**src/rtl/bip_control_unit.sv**
```systemverilog
`default_nettype none
// +--------------------------------------------------------------------------+
// | Module   : bip_control_unit                                              |
// | Purpose  : Program counter and instruction decoder for the accumulator   |
// |            CPU. It supports RUN, WAIT (RAM read latency) and HALT states |
// |            and absolute branches (JMP/BEQ/BNE).                          |
// | Ports    : clk, rst (sync, active high), en (run enable)                 |
// |            opcode, operand, acc_zero  <- program memory / datapath       |
// |            pc_addr                    -> program memory fetch address    |
// |            sel_a, sel_b, op, wr_acc   -> accumulator / ALU control       |
// |            wr_ram, rd_ram             -> data RAM strobes                |
// |            stall, halted, illegal_op  -> status                          |
// |            retired (BIP_RETIRE_COUNT_EN only) -> retired-instr count     |
// | Macro    : BIP_RETIRE_COUNT_EN adds the retired-instruction counter.     |
// | Revision : 1.0  initial release                                          |
// +--------------------------------------------------------------------------+
module bip_control_unit #(
  parameter int ADDR_W  = 11,
  parameter int RAM_LAT = 0,
  parameter int CNT_W   = 32
) (
  input  logic              clk,
  input  logic              rst,
  input  logic              en,
  input  logic [4:0]        opcode,
  input  logic [ADDR_W-1:0] operand,
  input  logic              acc_zero,
  output logic [ADDR_W-1:0] pc_addr,
  output logic [1:0]        sel_a,
  output logic              sel_b,
  output logic              wr_acc,
  output logic              op,
  output logic              wr_ram,
  output logic              rd_ram,
  output logic              stall,
  output logic              halted,
  output logic              illegal_op
`ifdef BIP_RETIRE_COUNT_EN
  ,
  output logic [CNT_W-1:0]  retired
`endif
);

  // A RAM read takes the issue cycle in RUN plus RAM_LAT cycles in WAIT.
  // The counter holds the number of WAIT cycles still to go after the
  // current one, so the final WAIT cycle is the one where it reads zero.
  localparam logic       c_MULTI = (RAM_LAT > 0);
  localparam logic [2:0] c_LOAD  = (RAM_LAT > 0) ? 3'(RAM_LAT - 1) : 3'd0;

  typedef enum logic [1:0] {
    S_RUN  = 2'd0,
    S_WAIT = 2'd1,
    S_HALT = 2'd2
  } state_t;

  state_t            r_state;
  logic [ADDR_W-1:0] r_pc;
  logic [2:0]        r_cnt;
  logic              r_ill;

  logic [1:0]        w_sel_a;
  logic              w_sel_b;
  logic              w_op;
  logic              w_acc_we;
  logic              w_ram_we;
  logic              w_is_rd;
  logic              w_is_hlt;
  logic              w_is_ill;
  logic              w_take;
  logic              w_run;
  logic              w_wait;
  logic              w_last;
  logic              w_go;
  logic [ADDR_W-1:0] w_pc_inc;
  logic [ADDR_W-1:0] w_pc_next;

  // Instruction decode
  always_comb begin
    w_sel_a  = 2'b00;
    w_sel_b  = 1'b0;
    w_op     = 1'b0;
    w_acc_we = 1'b0;
    w_ram_we = 1'b0;
    w_is_rd  = 1'b0;
    w_is_hlt = 1'b0;
    w_is_ill = 1'b0;
    w_take   = 1'b0;
    case (opcode)
      5'b00000: w_is_hlt = 1'b1;
      5'b00001: w_ram_we = 1'b1;
      5'b00010: begin
        w_is_rd  = 1'b1;
        w_sel_a  = 2'b00;
        w_acc_we = 1'b1;
      end
      5'b00011: begin
        w_sel_a  = 2'b01;
        w_acc_we = 1'b1;
      end
      5'b00100, 5'b00110: begin
        w_is_rd  = 1'b1;
        w_sel_b  = 1'b0;
        w_sel_a  = 2'b10;
        w_op     = opcode[1];
        w_acc_we = 1'b1;
      end
      5'b00101, 5'b00111: begin
        w_sel_b  = 1'b1;
        w_sel_a  = 2'b10;
        w_op     = opcode[1];
        w_acc_we = 1'b1;
      end
      5'b01000: w_take = acc_zero;
      5'b01001: w_take = ~acc_zero;
      5'b01010: w_take = 1'b1;
      default:  w_is_ill = 1'b1;
    endcase
  end

  assign w_run     = (r_state == S_RUN);
  assign w_wait    = (r_state == S_WAIT);
  assign w_last    = w_wait && (r_cnt == 3'd0);
  assign w_go      = en & ~rst;
  assign w_pc_inc  = r_pc + ADDR_W'(1);
  assign w_pc_next = w_take ? operand : w_pc_inc;

  // Strobes are qualified by enable and reset; selects simply follow the
  // opcode, which stays stable in WAIT because the PC holds.
  assign sel_a  = w_sel_a;
  assign sel_b  = w_sel_b;
  assign op     = w_op;
  assign wr_acc = w_go & ((w_run & w_acc_we & ~(w_is_rd & c_MULTI)) | w_last);
  assign wr_ram = w_go & w_run & w_ram_we;
  assign rd_ram = w_go & ((w_run & w_is_rd) | w_wait);
  // Not qualified by en: a frozen stall keeps reporting the stall.
  assign stall  = ~rst & ((w_run & w_is_rd & c_MULTI) | (w_wait & (r_cnt != 3'd0)));
  assign halted     = (r_state == S_HALT);
  assign pc_addr    = r_pc;
  assign illegal_op = r_ill;

`ifdef BIP_RETIRE_COUNT_EN
  logic [CNT_W-1:0] r_retired;
  logic             w_retire;

  assign w_retire = w_go & ((w_run & ~w_is_hlt & ~(w_is_rd & c_MULTI)) | w_last);
  assign retired  = r_retired;

  always_ff @(posedge clk) begin
    if (rst) begin
      r_retired <= '0;
    end else if (w_retire) begin
      r_retired <= r_retired + CNT_W'(1);
    end
  end
`else
  // CNT_W only sizes the optional counter.
  logic w_unused_cnt_w;
  assign w_unused_cnt_w = (CNT_W > 0);
`endif

  // Control state machine
  always_ff @(posedge clk) begin
    if (rst) begin
      r_state <= S_RUN;
      r_pc    <= '0;
      r_cnt   <= 3'd0;
      r_ill   <= 1'b0;
    end else if (en) begin
      case (r_state)
        S_RUN: begin
          if (w_is_hlt) begin
            r_state <= S_HALT;
          end else if (w_is_rd && c_MULTI) begin
            r_state <= S_WAIT;
            r_cnt   <= c_LOAD;
          end else begin
            r_pc <= w_pc_next;
            if (w_is_ill) begin
              r_ill <= 1'b1;
            end
          end
        end
        S_WAIT: begin
          if (r_cnt == 3'd0) begin
            r_pc    <= w_pc_inc;
            r_state <= S_RUN;
          end else begin
            r_cnt <= r_cnt - 3'd1;
          end
        end
        default: r_state <= S_HALT;
      endcase
    end
  end

endmodule
`default_nettype wire

```
**config.mk**
```make
export PLATFORM = sky130hd
export DESIGN_NAME = bip_control_unit
export DESIGN_NICKNAME = d
export VERILOG_FILES = /design/src/rtl/bip_control_unit.sv
export SDC_FILE = /design/constraint.sdc
export NUM_CORES = 1
export LEC_CHECK = 0
export CORE_MARGIN = 2
export CORE_UTILIZATION = 40
export CTS_CLUSTER_SIZE = 10
export DETAILED_ROUTE_END_ITERATION = 7
export PLACE_DENSITY_LB_ADDON = 0.15
export SKIP_CTS_REPAIR_TIMING = 1
export SYNTH_ARGS = -nofsm -noshare
export SYNTH_HDL_FRONTEND = slang
export SYNTH_SLANG_ARGS = --single-unit
```
**constraint.sdc**
```tcl
create_clock -name clk -period 1.7 [get_ports clk]
set_input_delay 0.17 -clock clk [delete_from_list [all_inputs] [get_ports clk]]
set_output_delay 0.17 -clock clk [all_outputs]
set_load 0.1 [all_outputs]
```
==> key figures, run 1 <==
Pwr
  • Pwr Total: 0.852 mW
  • Worst IR Drop VDD: 0.000489 V
  • Cell area power density: around 500 nW/um2
  • Leak: 0.708 nW

Cells and area
  • Commonest non-fill, non-tap cell in the layout: buf_4
  • Most frequent cells in the layout: 22 x buf_4, 16 x clkdlybuf4s50_1, 15 x buf_12
  • Share of cells above drive strength 1: 39.6%
  • Final #Nets: 191
  • Final core utilization: around three quarters
  • Antenna cells: 0
  • Filler cell count: between 150 and 200
  • P&R area growth vs syn: 80.7%

Placement
  • HPWL Detailed: 2260 um
  • Placement Setup Slack: -0.136 ns
  • Placer Congestion: 0.854
  • Port bufs: 39

Routing
  • Via count: 1,112
  • DRT antenna net count: 0
  • Via density: around 5.6
  • DR iter-0 viols: 12
  • Total wire length: 2920 um
  • Avg WL per Cell: 14.8 um
  • Drt pass-1 iters: 2
  • Drt drc: 0

Setup path
  • WP data arrival: 1.44 ns
  • Slowest cell on crit path: clkdlybuf4s50_1
  • Crit-path max FO: 5
  • WP buf/inv: 3
  • Max incr delay on CP: 0.44 ns
  • Startpoint class of the critical path: input port
  • Worst Path Required: 1.53 ns
  • Setup CP Type: in -> out
  • Crit-path leading delay family: buffers and inverters
  • Critical Path, Cell by Cell: clkdlybuf4s50_1 > buf_4 > nor2_4 > nand2_1 > nor4_4 > buf_12
  • Worst setup EP type: output pin

Logic synthesis
  • Syn_area_per_cell: 8.13 um2
  • Gate Count Post-Synth: 115
  • Seq/Total Area, Yosys: ~28%
  • Synthesized Nets: 136
  • Synth cell types: 44
  • Register bit count reported by yosys: 13
  • Yosys warns: 0
  • Synth Cell Area: about 930 um2

Timing
  • Final cycle utilization of the critical path: 94.9%
  • Count of final hold-check violations: 0
  • Final setup violation count: 0
  • Post-route setup slack: 0.0861 ns
  • Worst clock skew: slightly above 0.008 ns
  • Pins Over Slew Limit: 0
  • Max Fclk: 0.620 GHz
  • RSZ-0062 raised after global routing: no
  • Final min period: 1.61 ns
  • Hold Worst Slack: around 0.38 ns

Clock tree
  • Total CTS buffers: 3
  • H-tree depth: 1
  • Clk sinks: 13
  • Root buffer cell: clkbuf_4
  • CTS tree: done
  • Longest Clk Path Bufs: 2
  • Clock latency on the worst-skew pair: 0.28 ns
  • Clock transition at path regs: 0.07 ns

Global route
  • Total GRT Usage: 23.6%
  • Total gr overflow: 0
  • Initial antenna violation count: 0
  • Vias in the first global route: 1,052
  • Largest net degree at the start of global routing: 15
  • Global-route wire length before repair: about 4800 um

Flow run
  • Max cap viols: 0

Status
  • Status: complete, no violations

Floorplan
  • Standard-cell rows: 17
  • Starting Density: 42.3%
  • Die Ht: roughly 52 um
  • Core Area: 2210 um2
  • # IOs: 41
  • Die Width: 52.3 um
  • Die area: between 2000 and 3000 um2

Min path
  • Worst min path class: in -> reg
[synth_stat cells (all sizes together)]
cell type  instances  area share (%)
dfxtp             13              28
a21oi              8             4.7
nand2              8             3.2
nor2               8             3.2
inv                7             2.8
mux2i              7             7.5
o32ai              7             6.6
and3               6             4.7
nand4              6             4.0
nand3              5             3.2
buf                4             3.3
a21o               3             2.7
nor4               3             2.0
a31oi              2             1.3
and2               2             1.3
clkbuf             2            0.80
nor2b              2             1.3
nor3               2             1.1
o21ai              2             1.1
o31a               2             1.9
or3                2             1.9
a211oi             1            0.80
a311oi             1            0.94
a31o               1            0.94
and2b              1            0.94
and4               1            0.94
and4b              1             1.2
conb               1            0.40
ha                 1             1.3
nand2b             1            0.67
nor3b              1             2.0
o21a               1            0.80
o22ai              1            0.67
o2bb2ai            1            0.94
or2b               1            0.94
[flip-flops by register name, summed over array words and instances (netlist names)]
signal	count
r_state	1
illegal_op	1
pc_addr	11
[worst min-delay path: cells and delay by family]
family / cells / cell delay, ns
compound gates: 2 / 0.22
buf+inv: 1 / 0.17
simple gates: 1 / 0.07
[final cells by class]
type,count,area (um2),area share (%)
sequential,13,280,16.6
timing repair buffer,56,663,39.3
tap,28,35.0,2.07
multi-input combinational,89,658,39.0
inverter,7,26.3,1.56
clock buffer,4,26.3,1.56
[cells by family (layout without fill, tap and decap cells)]
logic type / Yosys count / count (layout) / synth area share (%)
other: 1 / 1 / 0.401
buffers and inverters: 13 / 67 / 6.96
DFF: 13 / 13 / 27.8
AOI/OAI and AO/OA: 30 / 30 / 23.3
muxes: 7 / 7 / 7.50
and+or+nand+nor: 50 / 50 / 32.7
adders and majority gates: 1 / 1 / 1.34
[path summary, 6_finish.rpt]
kind / to / cells after the start / start / slack, ns
worst max register to register: pc_addr[10] / 5 / pc_addr[0] / 0.20
worst max-delay path: wr_ram / 6 / opcode[2] / 0.09
worst min register to register: illegal_op / 2 / illegal_op / 0.48
worst min-delay path: illegal_op / 4 / opcode[3] / 0.38
[where the power goes]
group	switching (mW)	internal, mW
sequential	0.0152	0.314
clock	0.107	0.0912
combinational	0.194	0.131
[through the flow]
step	cell area, um2	std cells	TNS, ns
detailed placement	1640	191	-1.13
global route	1690	197	0
finish	1690	197	0
CTS	1670	195	-0.242
global placement	1640	191	-0.402
floorplan	1000	115	-0.653
[per-layer routing]
| metal | vias to the layer above | routed length [um] | global-route usage [%] |
|---|---|---|---|
| li1 | 544 | - | - |
| met1 | 536 | 1320 | 31.1 |
| met2 | 28 | 1480 | 39.6 |
| met3 | 4 | 102 | 3.43 |
| met4 | 0 | 21 | 6.84 |
| met5 | - | 0 | 0 |
No activity file was read; power rests on OpenSTA's default activity.
==> run 2: changes to the inputs <==
--- a/config.mk
+++ b/config.mk
@@ -9,6 +9,8 @@
 export CORE_UTILIZATION = 40
 export CTS_CLUSTER_SIZE = 10
 export DETAILED_ROUTE_END_ITERATION = 7
+export GPL_ROUTABILITY_DRIVEN = 1
+export MAX_ROUTING_LAYER = met4
 export PLACE_DENSITY_LB_ADDON = 0.15
 export SKIP_CTS_REPAIR_TIMING = 1
 export SYNTH_ARGS = -nofsm -noshare
==> run 2 against run 1 <==
Clock power is essentially flat. Maximum frequency is 0.29% higher. Via count grew 0.36%. Critical endpoint unchanged. Largest power group unchanged. Highest routed layer unchanged.
==> key figures, run 2 (synthesis results as in run 1) <==
Placement
  • DP Cell Count: 191
  • Placer Congestion: slightly below 0.9
  • HPWL Detailed: 2260 um
  • Port bufs: 39
  • Placement Setup Slack: -0.136 ns

Setup path
  • Worst Path Required: 1.53 ns
  • Worst r2r src: pc_addr[0]
  • Setup CP Type: in -> out
  • Worst setup EP type: output pin
  • Crit-path max FO: 5
  • WP data arrival: 1.44 ns
  • Crit path launch: opcode[2]
  • Startpoint class of the critical path: input port

Floorplan
  • Die Width: 52.3 um
  • Standard-cell rows: 17
  • Starting Density: approximately 42%
  • Die area: 2740 um2
  • Core Area: 2210 um2
  • # IOs: 41
  • Die Ht: 52.3 um

Timing
  • Worst clock skew: 0.00691 ns
  • Max Fclk: 0.621 GHz
  • Count of final hold-check violations: 0
  • RSZ-0062 raised after global routing: no
  • Hold Worst Slack: 0.376 ns
  • Post-route setup slack: 0.0907 ns
  • Pins Over Slew Limit: 0
  • Final cycle utilization of the critical path: 94.7%
  • Final min period: 1.61 ns
  • Final setup violation count: 0

Cells and area
  • P&R area growth vs syn: 80.7%
  • Most frequent cells in the layout: 22 x buf_4, 16 x clkdlybuf4s50_1, 15 x buf_12
  • Fin cells: around 200
  • Largest register FFs: 11
  • Commonest non-fill, non-tap cell in the layout: buf_4
  • Final #Nets: 191
  • Antenna cells: 0
  • Filler cell count: 177
  • Share of cells above drive strength 1: between 30% and 40%

Pwr
  • Cell area power density: 505 nW/um2
  • Leak: approximately 0.7 nW
  • Worst IR Drop VDD: 0.000492 V
  • Pwr Total: 0.852 mW

Global route
  • Global-route wire length before repair: between 4000 and 5000 um
  • Largest net degree at the start of global routing: 15
  • Vias in the first global route: 1,056
  • Initial antenna violation count: 0
  • Total GRT Usage: 24.1%
  • Total gr overflow: 0

Clock tree
  • H-tree depth: 1
  • Root buffer cell: clkbuf_4
  • Clock transition at path regs: roughly 0.080 ns
  • Clk sinks: 13
  • CTS tree: done
  • Total CTS buffers: 3
  • Clock latency on the worst-skew pair: roughly 0.28 ns
  • Longest Clk Path Bufs: 2

Min path
  • Worst min path class: in -> reg
  • Hold path startpoint: opcode[3]

Routing
  • DRT antenna net count: 0
  • DR iter-0 viols: 11
  • Via density: roughly 5.7
  • Via count: 1,116
  • Drt drc: 0
  • Avg WL per Cell: 14.7 um
  • Total wire length: 2890 um
  • Drt pass-1 iters: 4

Flow run
  • Max cap viols: 0

Status
  • Status: complete, no violations
run 2: per-stage QoR:
stage | cell area [um2] | utilization [%] | TNS, ns
6_report | 1690 | 76.4 | 0
5_1_grt | 1690 | 76.4 | 0
3_5_place_dp | 1640 | 74.2 | -1.13
4_1_cts | 1670 | 75.3 | -0.242
2_1_floorplan | 1000 | - | -0.653
3_3_place_gp | 1640 | 74.2 | -0.402
run 2: worst paths after layout:
| path | end | slack [ns] | depth (start not counted) |
|---|---|---|---|
| setup / recovery | wr_ram | 0.09 | 6 |
| hold / removal | illegal_op | 0.38 | 4 |
| setup reg to reg | pc_addr[10] | 0.19 | 5 |
| hold reg to reg | illegal_op | 0.48 | 2 |
run 2: worst max-delay path: stages:
cell and delay, ns:
clkdlybuf4s50_1 0.44, buf_4 0.17, nor2_4 0.14, nand2_1 0.10, nor4_4 0.20, buf_12 0.21
run 2: cell type report:
class	instances	area (um2)	share of cell area, %
multi-input combinational	89	658	39.0
timing repair buffer	56	663	39.3
inverter	7	26.3	1.56
clock buffer	4	26.3	1.56
sequential	13	280	16.6
tap	28	35.0	2.07
run 2: where the power goes:
group	internal (mW)	switching, mW	leakage, nW
logic	0.131	0.193	0.582
clock network	0.0912	0.108	0.0150
registers	0.314	0.0149	0.111
total	0.537	0.316	0.708
run 2: routing by layer:
layer,part of all wire [%],vias up,GRT usage [%]
li1,-,543,-
met1,43,535,30.6
met2,51,33,39.8
met3,4.6,5,3.43
met4,1.2,0,6.84
met5,0,-,-
==> run 3: changes to the inputs <==
--- a/config.mk
+++ b/config.mk
@@ -5,6 +5,7 @@
 export SDC_FILE = /design/constraint.sdc
 export NUM_CORES = 1
 export LEC_CHECK = 0
+export CORE_ASPECT_RATIO = 0.9
 export CORE_MARGIN = 2
 export CORE_UTILIZATION = 40
 export CTS_CLUSTER_SIZE = 10
==> run 3 against run 2 <==
Total power increased by 0.53%. Sequential power barely moved. Utilization rose by 0.69 points. Flip-flop and latch count did not move.
==> key figures, run 3 (synthesis results as in run 1) <==
Status
  • Status: complete, no violations

Flow run
  • Max cap viols: 0

Min path
  • Hold Path Stages: 4
  • Hold path startpoint: opcode[3]
  • Worst min path class: in -> reg
  • WHS Endpoint: illegal_op

Timing
  • Max Fclk: 0.630 GHz
  • Final cycle utilization of the critical path: approximately 93%
  • TNS Setup: 0 ns
  • Pins Over Slew Limit: 0
  • Final min period: about 1.6 ns
  • Post-route setup slack: 0.112 ns
  • RSZ-0062 raised after global routing: no
  • Count of final hold-check violations: 0
  • Worst clock skew: 0.000726 ns
  • Final setup violation count: 0

Floorplan
  • Die Width: 55.0 um
  • Die Ht: 49.9 um
  • Starting Density: 42.4%
  • Standard-cell rows: 16
  • Die area: 2740 um2
  • # IOs: 41
  • Core Area: between 2000 and 2500 um2

Pwr
  • Worst IR Drop VDD: 0.000436 V
  • Cell area power density: 505 nW/um2
  • Leak: 0.726 nW

Placement
  • HPWL Detailed: 2310 um
  • Post-placement cell area: about 1600 um2
  • Placer Congestion: 0.805
  • Port bufs: 39
  • Placement Setup Slack: -0.229 ns

Clock tree
  • CTS tree: done
  • Clock latency on the worst-skew pair: around 0.28 ns
  • H-tree depth: 1
  • Clk sinks: 13
  • Longest Clk Path Bufs: 2
  • Root buffer cell: clkbuf_4
  • Total CTS buffers: 3
  • Clock transition at path regs: 0.08 ns

Setup path
  • Setup CP Type: in -> out
  • WP data arrival: 1.42 ns
  • Worst Path Required: 1.53 ns
  • Worst reg2reg path depth: 5
  • Register-to-register setup slack: between 0.15 and 0.2 ns
  • Crit-path max FO: 2
  • Max incr delay on CP: between 0.4 and 0.5 ns
  • Worst r2r src: pc_addr[0]
  • Startpoint class of the critical path: input port
  • Worst reg2reg path endpoint: pc_addr[10]
  • Slowest cell on crit path: clkdlybuf4s50_1
  • Critical Path, Cell by Cell: clkdlybuf4s50_1 > buf_4 > nand2_2 > nor4_4 > and2b_4 > buf_12
  • Worst setup EP type: output pin

Cells and area
  • P&R area growth vs syn: 81.5%
  • Most frequent cells in the layout: 24 x buf_4, 15 x clkdlybuf4s50_1, 14 x buf_12
  • Antenna cells: 0
  • Final #Nets: 193
  • Share of cells above drive strength 1: between 40% and 50%
  • Fin area: roughly 1700 um2
  • Largest register FFs: 11
  • Commonest non-fill, non-tap cell in the layout: buf_4
  • Filler cell count: 160

Global route
  • Largest net degree at the start of global routing: 15
  • Vias in the first global route: roughly 1,200
  • Total GRT Usage: between 20% and 30%
  • Initial antenna violation count: 0
  • Total gr overflow: 0
  • Global-route wire length before repair: 4900 um

Routing
  • Drt pass-1 iters: 4
  • Drt drc: 0
  • Via count: between 1,000 and 1,500
  • Via density: 5.66
  • DRT antenna net count: 0
  • Avg WL per Cell: approximately 15 um
  • Total wire length: 2990 um
  • DR iter-0 viols: 31
==> run 3: changes by cell type in the layout (fill, tap and decap cells not counted), sizes merged <==
cell           change
buf                +2
clkdlybuf4s50      -1
dlymetal6s2s       +1
==> run 3: worst max path at each step <==
stage	start	endpoint	slack, ns	depth (start not counted)
final	en	rd_ram	0.11	6
after global routing	en	rd_ram	0.03	6
after CTS	opcode[4]	rd_ram	-0.08	6
after detailed placement	opcode[1]	pc_addr[0]	-0.23	5
after global placement	opcode[1]	pc_addr[0]	-0.16	5
after floorplan	r_state[1]	rd_ram	-0.59	2
==> run 3: area by class of cell <==
cell class / instances / area (um2) / area share (%)
sequential: 13 / 280 / 16.5
timing repair buffer: 58 / 672 / 39.6
inverter: 7 / 26.3 / 1.55
tap: 27 / 33.8 / 1.99
clock buffer: 4 / 26.3 / 1.55
multi-input combinational: 89 / 658 / 38.8
==> run 3: where the power goes <==
part	switching [mW]	internal (mW)	total (mW)
combinational	0.194	0.134	0.329
sequential	0.0146	0.314	0.329
clock	0.109	0.0912	0.200
total	0.318	0.539	0.857
==> run 3: stage by stage <==
| stage | instances | hold WS, ns | utilization (%) | total power, mW |
|---|---|---|---|---|
| 3_5_place_dp | 191 | 0.476 | 74.2 | 0.658 |
| 6_report | 198 | 0.411 | 77.0 | 0.857 |
| 5_1_grt | 198 | 0.474 | 77.0 | 0.888 |
| 2_1_floorplan | 115 | 0.278 | - | 0.519 |
| 4_1_cts | 195 | 0.463 | 75.4 | 0.853 |
| 3_3_place_gp | 191 | 0.462 | 74.2 | 0.651 |
==> run 3: per-layer routing <==
| metal | wire, um | global-route usage [%] | part of all wire (%) |
|---|---|---|---|
| met1 | 1230 | 32.3 | 41 |
| met2 | 1520 | 38.7 | 51 |
| met3 | 225 | 5.15 | 7.5 |
| met4 | 13 | 5.28 | 0.44 |
| met5 | 0 | - | 0 |
==> run 3: worst max-delay path, delay by kind of cell <==
kind | cells | cell delay [ns]
AND/OR/NAND/NOR | 3 | 0.50
buffers and inverters | 3 | 0.75
